$ cat src/rtl/store_buffer_if.sv
// Store buffer bus: the pipeline store/load ports, the drain control and
// the data-memory read/write ports, bundled so they travel as one port.
interface store_buffer_if #(
  parameter int DEPTH  = 4,
  parameter int ADDR_W = 10,
  parameter int DATA_W = 32
);
  localparam int CNT_W = $clog2(DEPTH) + 1;

  // pipeline store side
  logic              st_valid;
  logic [ADDR_W-1:0] st_addr;
  logic [DATA_W-1:0] st_data;
  logic              st_ready;

  // pipeline load side
  logic [ADDR_W-1:0] ld_addr;
  logic [DATA_W-1:0] ld_data;

  // retirement control
  logic              drain_en;

  // data memory side
  logic [ADDR_W-1:0] mem_raddr;
  logic [DATA_W-1:0] mem_rdata;
  logic [ADDR_W-1:0] mem_waddr;
  logic [DATA_W-1:0] mem_wdata;
  logic              mem_we;

  // status
  logic [CNT_W-1:0]  count;
  logic              empty;

  // pipeline + memory environment driving the buffer
  modport master (
    output st_valid, st_addr, st_data, ld_addr, drain_en, mem_rdata,
    input  st_ready, ld_data, mem_raddr, mem_waddr, mem_wdata, mem_we, count, empty
  );

  // the store buffer itself
  modport slave (
    input  st_valid, st_addr, st_data, ld_addr, drain_en, mem_rdata,
    output st_ready, ld_data, mem_raddr, mem_waddr, mem_wdata, mem_we, count, empty
  );
endinterface

$ cat src/rtl/store_buffer.sv
// Store buffer between the memory stage and data memory. Stores are queued
// in a circular FIFO and retired in program order, one per cycle, while
// drain_en is high. Loads check every occupied entry and take the youngest
// word-matching store, falling back to the memory read data.
module store_buffer #(
  parameter int DEPTH  = 4,
  parameter int ADDR_W = 10,
  parameter int DATA_W = 32
) (
  input logic           clk,
  input logic           rst_n,
  store_buffer_if.slave bus
);
  localparam int PTR_W = $clog2(DEPTH);
  localparam logic [PTR_W:0] FULL_COUNT = (PTR_W + 1)'(DEPTH);

  // Entry storage: read combinationally by both the drain port and the
  // forwarding comparators, so it stays in registers rather than RAM.
  logic [ADDR_W-1:0] entryAddr [DEPTH];
  logic [DATA_W-1:0] entryData [DEPTH];

  logic [PTR_W-1:0] headReg;
  logic [PTR_W-1:0] tailReg;
  logic [PTR_W:0]   countReg;

  logic isEmpty;
  logic isFull;
  logic doEnq;
  logic doDeq;

  // Occupancy flags come from the registered count only, so st_ready never
  // depends on this cycle's drain (no bypass while full).
  assign isEmpty = (countReg == '0);
  assign isFull  = (countReg == FULL_COUNT);
  assign doEnq   = bus.st_valid && !isFull;
  assign doDeq   = bus.drain_en && !isEmpty;

  assign bus.st_ready  = !isFull;
  assign bus.empty     = isEmpty;
  assign bus.count     = countReg;

  // Drain port presents the head entry; memory commits on the same edge
  // that advances head. Reset clears count, so mem_we drops immediately.
  assign bus.mem_we    = doDeq;
  assign bus.mem_waddr = entryAddr[headReg];
  assign bus.mem_wdata = entryData[headReg];

  assign bus.mem_raddr = bus.ld_addr;

  // Capture an accepted store into the tail slot (contents need no reset).
  always_ff @(posedge clk) begin
    if (doEnq) begin
      entryAddr[tailReg] <= bus.st_addr;
      entryData[tailReg] <= bus.st_data;
    end
  end

  // Advance pointers and track occupancy; simultaneous enq+deq cancel out.
  always_ff @(posedge clk or negedge rst_n) begin
    if (!rst_n) begin
      headReg  <= '0;
      tailReg  <= '0;
      countReg <= '0;
    end else begin
      if (doEnq) begin
        tailReg <= tailReg + PTR_W'(1);
      end
      if (doDeq) begin
        headReg <= headReg + PTR_W'(1);
      end
      case ({doEnq, doDeq})
        2'b10:   countReg <= countReg + (PTR_W + 1)'(1);
        2'b01:   countReg <= countReg - (PTR_W + 1)'(1);
        default: countReg <= countReg;
      endcase
    end
  end

  // Forwarding comparators indexed by age: slot gi is the gi-th oldest
  // entry, valid only while gi < count. Byte offset bits are ignored so a
  // match means the same memory word.
  logic [PTR_W-1:0] slotIdx [DEPTH];
  logic [DEPTH-1:0] ageHit;

  genvar gi;
  generate
    for (gi = 0; gi < DEPTH; gi++) begin : gAge
      assign slotIdx[gi] = headReg + PTR_W'(gi);
      assign ageHit[gi]  = (countReg > (PTR_W + 1)'(gi)) &&
                           (entryAddr[slotIdx[gi]][ADDR_W-1:2] == bus.ld_addr[ADDR_W-1:2]);
    end
  endgenerate

  logic [DATA_W-1:0] ldData;

  // Pick the youngest hit: scan oldest to youngest, later hits override.
  // A store being accepted this cycle is not yet in the array, so it never
  // forwards to a same-cycle load.
  always_comb begin
    ldData = bus.mem_rdata;
    for (int k = 0; k < DEPTH; k++) begin
      if (ageHit[k]) begin
        ldData = entryData[slotIdx[k]];
      end
    end
  end

  assign bus.ld_data = ldData;

endmodule

$ cat src/flat_wrapper.sv
// flat-port wrapper written by rule: the top's interface ports become plain ports
module store_buffer_flat 
#(
  parameter int DEPTH  = 4,
  parameter int ADDR_W = 10,
  parameter int DATA_W = 32
)
  (clk, rst_n, bus_st_valid, bus_st_addr, bus_st_data, bus_ld_addr, bus_drain_en, bus_mem_rdata, bus_st_ready, bus_ld_data, bus_mem_raddr, bus_mem_waddr, bus_mem_wdata, bus_mem_we, bus_count, bus_empty);
  store_buffer_if #(.DEPTH(DEPTH), .ADDR_W(ADDR_W), .DATA_W(DATA_W)) bus_i ();
  input logic clk;
  input logic rst_n;
  input wire logic [$bits(bus_i.st_valid)-1:0] bus_st_valid;
  input wire logic [$bits(bus_i.st_addr)-1:0] bus_st_addr;
  input wire logic [$bits(bus_i.st_data)-1:0] bus_st_data;
  input wire logic [$bits(bus_i.ld_addr)-1:0] bus_ld_addr;
  input wire logic [$bits(bus_i.drain_en)-1:0] bus_drain_en;
  input wire logic [$bits(bus_i.mem_rdata)-1:0] bus_mem_rdata;
  output wire logic [$bits(bus_i.st_ready)-1:0] bus_st_ready;
  output wire logic [$bits(bus_i.ld_data)-1:0] bus_ld_data;
  output wire logic [$bits(bus_i.mem_raddr)-1:0] bus_mem_raddr;
  output wire logic [$bits(bus_i.mem_waddr)-1:0] bus_mem_waddr;
  output wire logic [$bits(bus_i.mem_wdata)-1:0] bus_mem_wdata;
  output wire logic [$bits(bus_i.mem_we)-1:0] bus_mem_we;
  output wire logic [$bits(bus_i.count)-1:0] bus_count;
  output wire logic [$bits(bus_i.empty)-1:0] bus_empty;
  assign bus_i.st_valid = bus_st_valid;
  assign bus_i.st_addr = bus_st_addr;
  assign bus_i.st_data = bus_st_data;
  assign bus_i.ld_addr = bus_ld_addr;
  assign bus_i.drain_en = bus_drain_en;
  assign bus_i.mem_rdata = bus_mem_rdata;
  assign bus_st_ready = bus_i.st_ready;
  assign bus_ld_data = bus_i.ld_data;
  assign bus_mem_raddr = bus_i.mem_raddr;
  assign bus_mem_waddr = bus_i.mem_waddr;
  assign bus_mem_wdata = bus_i.mem_wdata;
  assign bus_mem_we = bus_i.mem_we;
  assign bus_count = bus_i.count;
  assign bus_empty = bus_i.empty;
  store_buffer #(.DEPTH(DEPTH), .ADDR_W(ADDR_W), .DATA_W(DATA_W)) u_core (.clk(clk), .rst_n(rst_n), .bus(bus_i));
endmodule
$ cat config.mk
export PLATFORM = sky130hd
export DESIGN_NAME = store_buffer_flat
export DESIGN_NICKNAME = d
export VERILOG_FILES = /design/src/rtl/store_buffer_if.sv /design/src/rtl/store_buffer.sv /design/src/flat_wrapper.sv
export SDC_FILE = /design/constraint.sdc
export NUM_CORES = 1
export LEC_CHECK = 0
export BUFFER_PORTS_ARGS = -buffer_cell sky130_fd_sc_hd__buf_2
export CORE_UTILIZATION = 40
export CTS_BUF_LIST = sky130_fd_sc_hd__clkbuf_4
export DETAILED_ROUTE_END_ITERATION = 7
export GPL_TIMING_DRIVEN = 1
export PLACE_DENSITY_LB_ADDON = 0.25
export SETUP_SLACK_MARGIN = 0.4
export SYNTH_ARGS = -nofsm -noshare
export SYNTH_HDL_FRONTEND = slang
export SYNTH_SLANG_ARGS = --single-unit
$ cat constraint.sdc
create_clock -name clk -period 4 [get_ports clk]
set_input_delay 0.6 -clock clk [delete_from_list [all_inputs] [get_ports clk]]
set_output_delay 0.6 -clock clk [all_outputs]
set_load 0.05 [all_outputs]
; Word-level counts from Yosys, hierarchy flattened
; Memory sizes are Yosys's and may differ from the RTL's.
; Cells that the tools add are included.
[totals]
regBits = 7
latch_bits = 0
ram_bits = 168
romBits = 0
input_bits = 88
output_inout_bits = 90
wordCells = 39
n_memories = 2
[mem_list]
columns = memory, words, word_bits, read_ports, rd_clocked_by_memory_dff, wr, line_no
row1 = u_core.entryData, 4, 32, 4, 0, 1, store_buffer.sv:20  ; logic [DATA_W-1:0] entryData [DEPTH];
row2 = u_core.entryAddr, 4, 10, 4, 0, 1, store_buffer.sv:19  ; logic [ADDR_W-1:0] entryAddr [DEPTH];
[op_classes]
n_addsub = 6
n_mul = 0
n_div = 0
magnitude_cmp = 4
n_eq_ne = 7
n_shift = 0
muxes = 7
bitwise_logic = 0
n_reduce_logical = 10
[ops]
columns = cell, n
row1 = 32-bit 2-to-1 mux, 4
row2 = 8-bit == test, 4
row3 = "3-bit by 1-bit > comparator with 1-bit output, second input constant", 2
row4 = "3-bit by 2-bit > comparator with 1-bit output, second input constant", 2
row5 = 1-bit logical AND, 6
row6 = 3-bit one-hot mux with 2 select lines, 1
row7 = "2-bit by 1-bit adder with 2-bit output, second input constant", 2
row8 = "2-bit adder, second input constant", 2
row9 = "3-bit by 1-bit adder with 3-bit output, second input constant", 1
row10 = "3-bit == test, second input constant", 1
row11 = 3-bit logical NOT, 1
row12 = "3-bit by 1-bit subtractor with 3-bit output, second input constant", 1
row13 = "2-bit by 1-bit == test with 1-bit output, second input constant", 1
row14 = "2-bit == test, second input constant", 1
row15 = 1-bit logical NOT, 2
row16 = 1-bit 2-to-1 mux, 2
row17 = 2-bit nonzero test, 1

; Longest topological paths before layout
; An unclocked memory read counts as a cell.
[depth]
word_depth = 7
mapped_depth = 12

; Worst setup path after synthesis
; OpenSTA, ideal clock, no wires.
[synth_timing]
kind = register to output
from = register u_core.headReg[0]
to = output port bus_ld_data[4]
t_arrival_ns = 3.976
setup_slack_ns = -0.576
stages_incl_launch_ff = 10
path_cell_list = dfrtp_1 -> buf_6 -> buf_6 -> inv_2 -> buf_2 -> buf_1 -> mux2i_1 -> a31o_1 -> a21oi_1 -> o31ai_1
[synth_rtl]
columns = element, line_no
row1 = from (decl), store_buffer.sv:22  ; logic [PTR_W-1:0] headReg;
row2 = from (signal assigned), store_buffer.sv:69  ; headReg <= headReg + PTR_W'(1);
row3 = memory 4 x 32 bit, n/a
row4 = named net bus_mem_wdata[4], flat_wrapper.sv:22  ; output wire logic [$bits(bus_i.mem_wdata)-1:0] bus_mem_wdata;
row5 = 32-bit 2-to-1 mux (4 in series), store_buffer.sv:102  ; if (ageHit[k]) begin
row6 = to (decl), flat_wrapper.sv:19  ; output wire logic [$bits(bus_i.ld_data)-1:0] bus_ld_data;
; The timed path passes the listed nets, and every way through them passes these cells.

; Worst setup path after layout
[layout_timing]
from = register u_core.headReg[1]
to = output port bus_ld_data[12]
[layout_via]
elab_chain_cells = 7
[layout_lines]
columns = element, line_no
row1 = 2-bit by 1-bit adder with 2-bit output / memory 4 x 10 bit (equally long branches), n/a
row2 = memory 4 x 10 bit / 8-bit == test (equally long branches), n/a
row3 = 8-bit == test / 1-bit logical AND (equally long branches), "store_buffer.sv:90, store_buffer.sv:89"
row4 = 1-bit logical AND / 32-bit 2-to-1 mux (equally long branches), "store_buffer.sv:89, store_buffer.sv:102"
row5 = 32-bit 2-to-1 mux (2 in series), store_buffer.sv:102
row6 = 32-bit 2-to-1 mux (*), store_buffer.sv:102
; Every way passes the cells marked *; elsewhere a longest branch is shown, timed or not.

==> metrics.csv <==
metric,value,unit
gr ovfl total,0,
PortBufs,173,
setup_tns,-4172,ps
final setup vio count,32,
critical path class,register to output pin,
Syn Nets,1082,
die area,28680,sq um
Routed WL per cell,21.77,um
Die W,169.4,um
Post-synth EDFFs,168,
relative slew slack,41.10,%
worst setup margin,-162.8,ps
core area,27250,sq um
residual DRC count,0,
met3 Use GR,3.895,%
placed instance count,1468,
Root Buffer,clkbuf_4,
Yosys cell types,50,
post-synthesis sequential area ratio,46.59,%
RSZ-0062 raised after global routing,yes,
initial antenna violation count,7,
met1 usage,30.14,%
clock skew,19.13,ps
CTS sink count,175,
most crowded layer after global routing,met2,
CP Data Required Time,3400,ps
layout cells sized above 1,43.25,%
Mean Syn Cell Area,11.40,sq um
First-pass DRT Iterations,4,
detailed-route via count,8793,
WP data arrival,3560,ps
crit end category,output pin,
largest cells by area after synthesis,"edfxtp_1 (45%), mux2i_1 (17%), a21oi_1 (5.7%), mux4_2 (2.8%), mux2_2 (2.5%)",
CTS tree,built,
total CTS buffers,17,
largest net degree at the start of global routing,94,
Yosys top cell area share,45.03,%
fmax,240.2,MHz
RD Place Congestion,0.8292,
Area Overhead vs Synth,32.67,%
fill count,2273,
Synth Cell Area,11200,sq um
met2 Use GR,40.04,%
Mapped Cells,983,
Crit Path Max Fanout,8,
Final #Nets,1256,
Overall Global Routing Usage,23.31,%
Ports,178,
Yosys warnings,0,
Pins Over Slew Limit,0,
Synth area leader,edfxtp_1,
Hold WC Path Type,primary input to register,
PD cells,721.8,nW/um^2
drt total wl,33650,um
Pleak,5.409,nW
first-pass GRT wire length,49890,um
Final period util,104.1,%
Max Cap Viol,0,
failing checks,negative setup slack,
run status,"finished, violations left",
crit path time final,4163,ps
standard-cell rows,60,
drt initial violations,620,
fraction of registers with async set/reset,4.000,%
Worst-Margin Slew,883.5,ps
H-tree levels,4,
vias in the first global route,8556,
"flops & latches, synth",175,
post-route insts no fill,1546,
Initial Util,41.12,%
crit start category,register,
Final HPWL DP,20370,um
Clock Pin Slew Worst Setup and Hold Paths,160,ps
vias per inst,5.688,
worst vdd ir,0.5220,mV
CTS Buffer Depth,2,
Routed Antenna Nets,0,
Die H,169.4,um
worst-skew pair later-pin latency,590,ps
Main synth FF type,edfxtp_1,
final hold violations,0,
## state kept, by name (all words and copies together) (netlist names)
signal	cells
u_core.headReg	2
u_core.tailReg	2
u_core.entryAddr	40
u_core.bus.count	3
u_core.entryData	128
## cells in the mapped netlist (10+ instances only)
master,instances
o31ai_1,12
nor2_1,73
mux2_1,10
clkbuf_1,36
nand2_1,68
buf_4,14
edfxtp_1,168
mux4_2,14
ha_1,11
a21oi_1,128
nor3_1,42
mux2i_1,190
mux2_2,25
buf_6,13
buf_2,24
xnor2_1,31
o31ai_2,18
a31o_1,30
## final timing paths
path	start	end	slack (ps)	cells past startpoint
worst max-delay path	u_core.headReg[1]$_DFFE_PN0P_	bus_ld_data[12]	-160	14
worst min-delay path	bus_st_data[4]	u_core.entryData[1][4]$_DFFE_PP_	210	1
worst max register to register	u_core.bus.count[1]$_DFFE_PN0P_	u_core.entryData[1][9]$_DFFE_PP_	1760	5
worst min register to register	u_core.bus.count[0]$_DFFE_PN0P_	u_core.bus.count[0]$_DFFE_PN0P_	620	1
max in group asynchronous	rst_n	u_core.headReg[0]$_DFFE_PN0P_	3430	2
min in group asynchronous	rst_n	u_core.tailReg[0]$_DFFE_PN0P_	370	2
## what timing repair did
item	4_1_cts	5_1_grt
gates cloned	11	4
pin swaps	10	27
gates resized for setup	157	112
hold buffers	1	0
setup buffers	20	6
endpoints found under the setup margin	32	42
endpoints found under the hold margin	7	0
## cell families (layout without fill, tap and decap cells)
kind of cell	count (synthesis)	after routing	synth area share [%]
compound gates	217	217	12.92
xor+xnor	40	40	3.127
fa+ha+maj	11	11	1.228
buf+inv	103	290	5.092
flops	175	175	46.59
mux	239	239	23.31
other cells	0	4	0
simple gates	198	198	7.739
## metal layers
| layer | wire length, um | vias up |
|---|---|---|
| met1 | 14210 | 4384 |
| met4 | 876 | 6 |
| met5 | 39 | - |
| met3 | 1784 | 61 |
| li1 | - | 4048 |
| met2 | 16740 | 294 |
## critical path: stages (launching register included)
cell	delay, ps
dfrtp_4	590
buf_6	170
buf_16	140
mux2i_4	190
xnor2_2	170
nor3_2	190
o21ai_2	110
nor4_4	290
buf_4	190
buf_12	140
o21bai_4	160
buf_12	170
buf_16	180
o31ai_4	90
buf_6	170
## report_power, final
part,switching [mW],internal (mW),leakage [nW],total (mW)
Clock,0.660,0.323,0.130,0.983
Sequential,0.211,2.43,1.62,2.64
Combinational,4.53,2.57,3.66,7.11
## cell usage in the layout (no fill, tap or decap), types with 4 or more instances in the layout
master,Yosys,routed
mux2i_2,0,54
and3_2,0,4
clkinvlp_4,0,6
ha_1,11,11
inv_6,0,4
buf_16,0,12
buf_12,0,8
dfrtp_1,7,5
a21oi_4,0,25
a21oi_1,128,80
diode_2,0,4
mux4_2,14,14
buf_2,24,134
mux2_2,25,25
mux2_1,10,9
buf_8,0,5
mux2i_1,190,129
nor3_1,42,36
o31ai_4,0,30
nor3_2,0,6
buf_4,14,36
xnor2_2,0,9
nand2_1,68,67
a21oi_2,0,23
xor2_1,9,7
edfxtp_1,168,168
xnor2_1,31,22
mux2i_4,0,7
buf_6,13,45
nor2_1,73,73
clkbuf_16,0,4
a31o_1,30,30
inv_1,8,8
clkbuf_4,1,20
## layout make-up
class                           count  area [sq um]  area share [%]
Antenna cell                        4         10.01         0.06733
Clock inverter                     14         131.4          0.8838
Tap cell                          372         465.4           3.131
Multi-Input combinational cell    705          6651           44.74
Sequential cell                   175          5228           35.17
Inverter                            9         41.29          0.2778
Timing Repair Buffer              249          2203           14.82
Clock buffer                       18         135.1          0.9090
## through the flow
| step | hold slack (ps) | total power [mW] | instance area (sq um) | setup slack (ps) | utilization, % |
|---|---|---|---|---|---|
| after floorplan | 304.4 | 7.468 | 11650 | 408.9 | - |
| after global placement | 454.4 | 8.688 | 12810 | 278.5 | 47.02 |
| after detailed placement | 462.5 | 8.749 | 12810 | 302.6 | 47.02 |
| after CTS | 167.4 | 10.28 | 14180 | -155.5 | 52.02 |
| after global routing | 169.8 | 11.28 | 14860 | -280.8 | 54.53 |
| final | 208.5 | 10.73 | 14870 | -162.8 | 54.55 |
No activity file was read; power rests on OpenSTA's default activity.
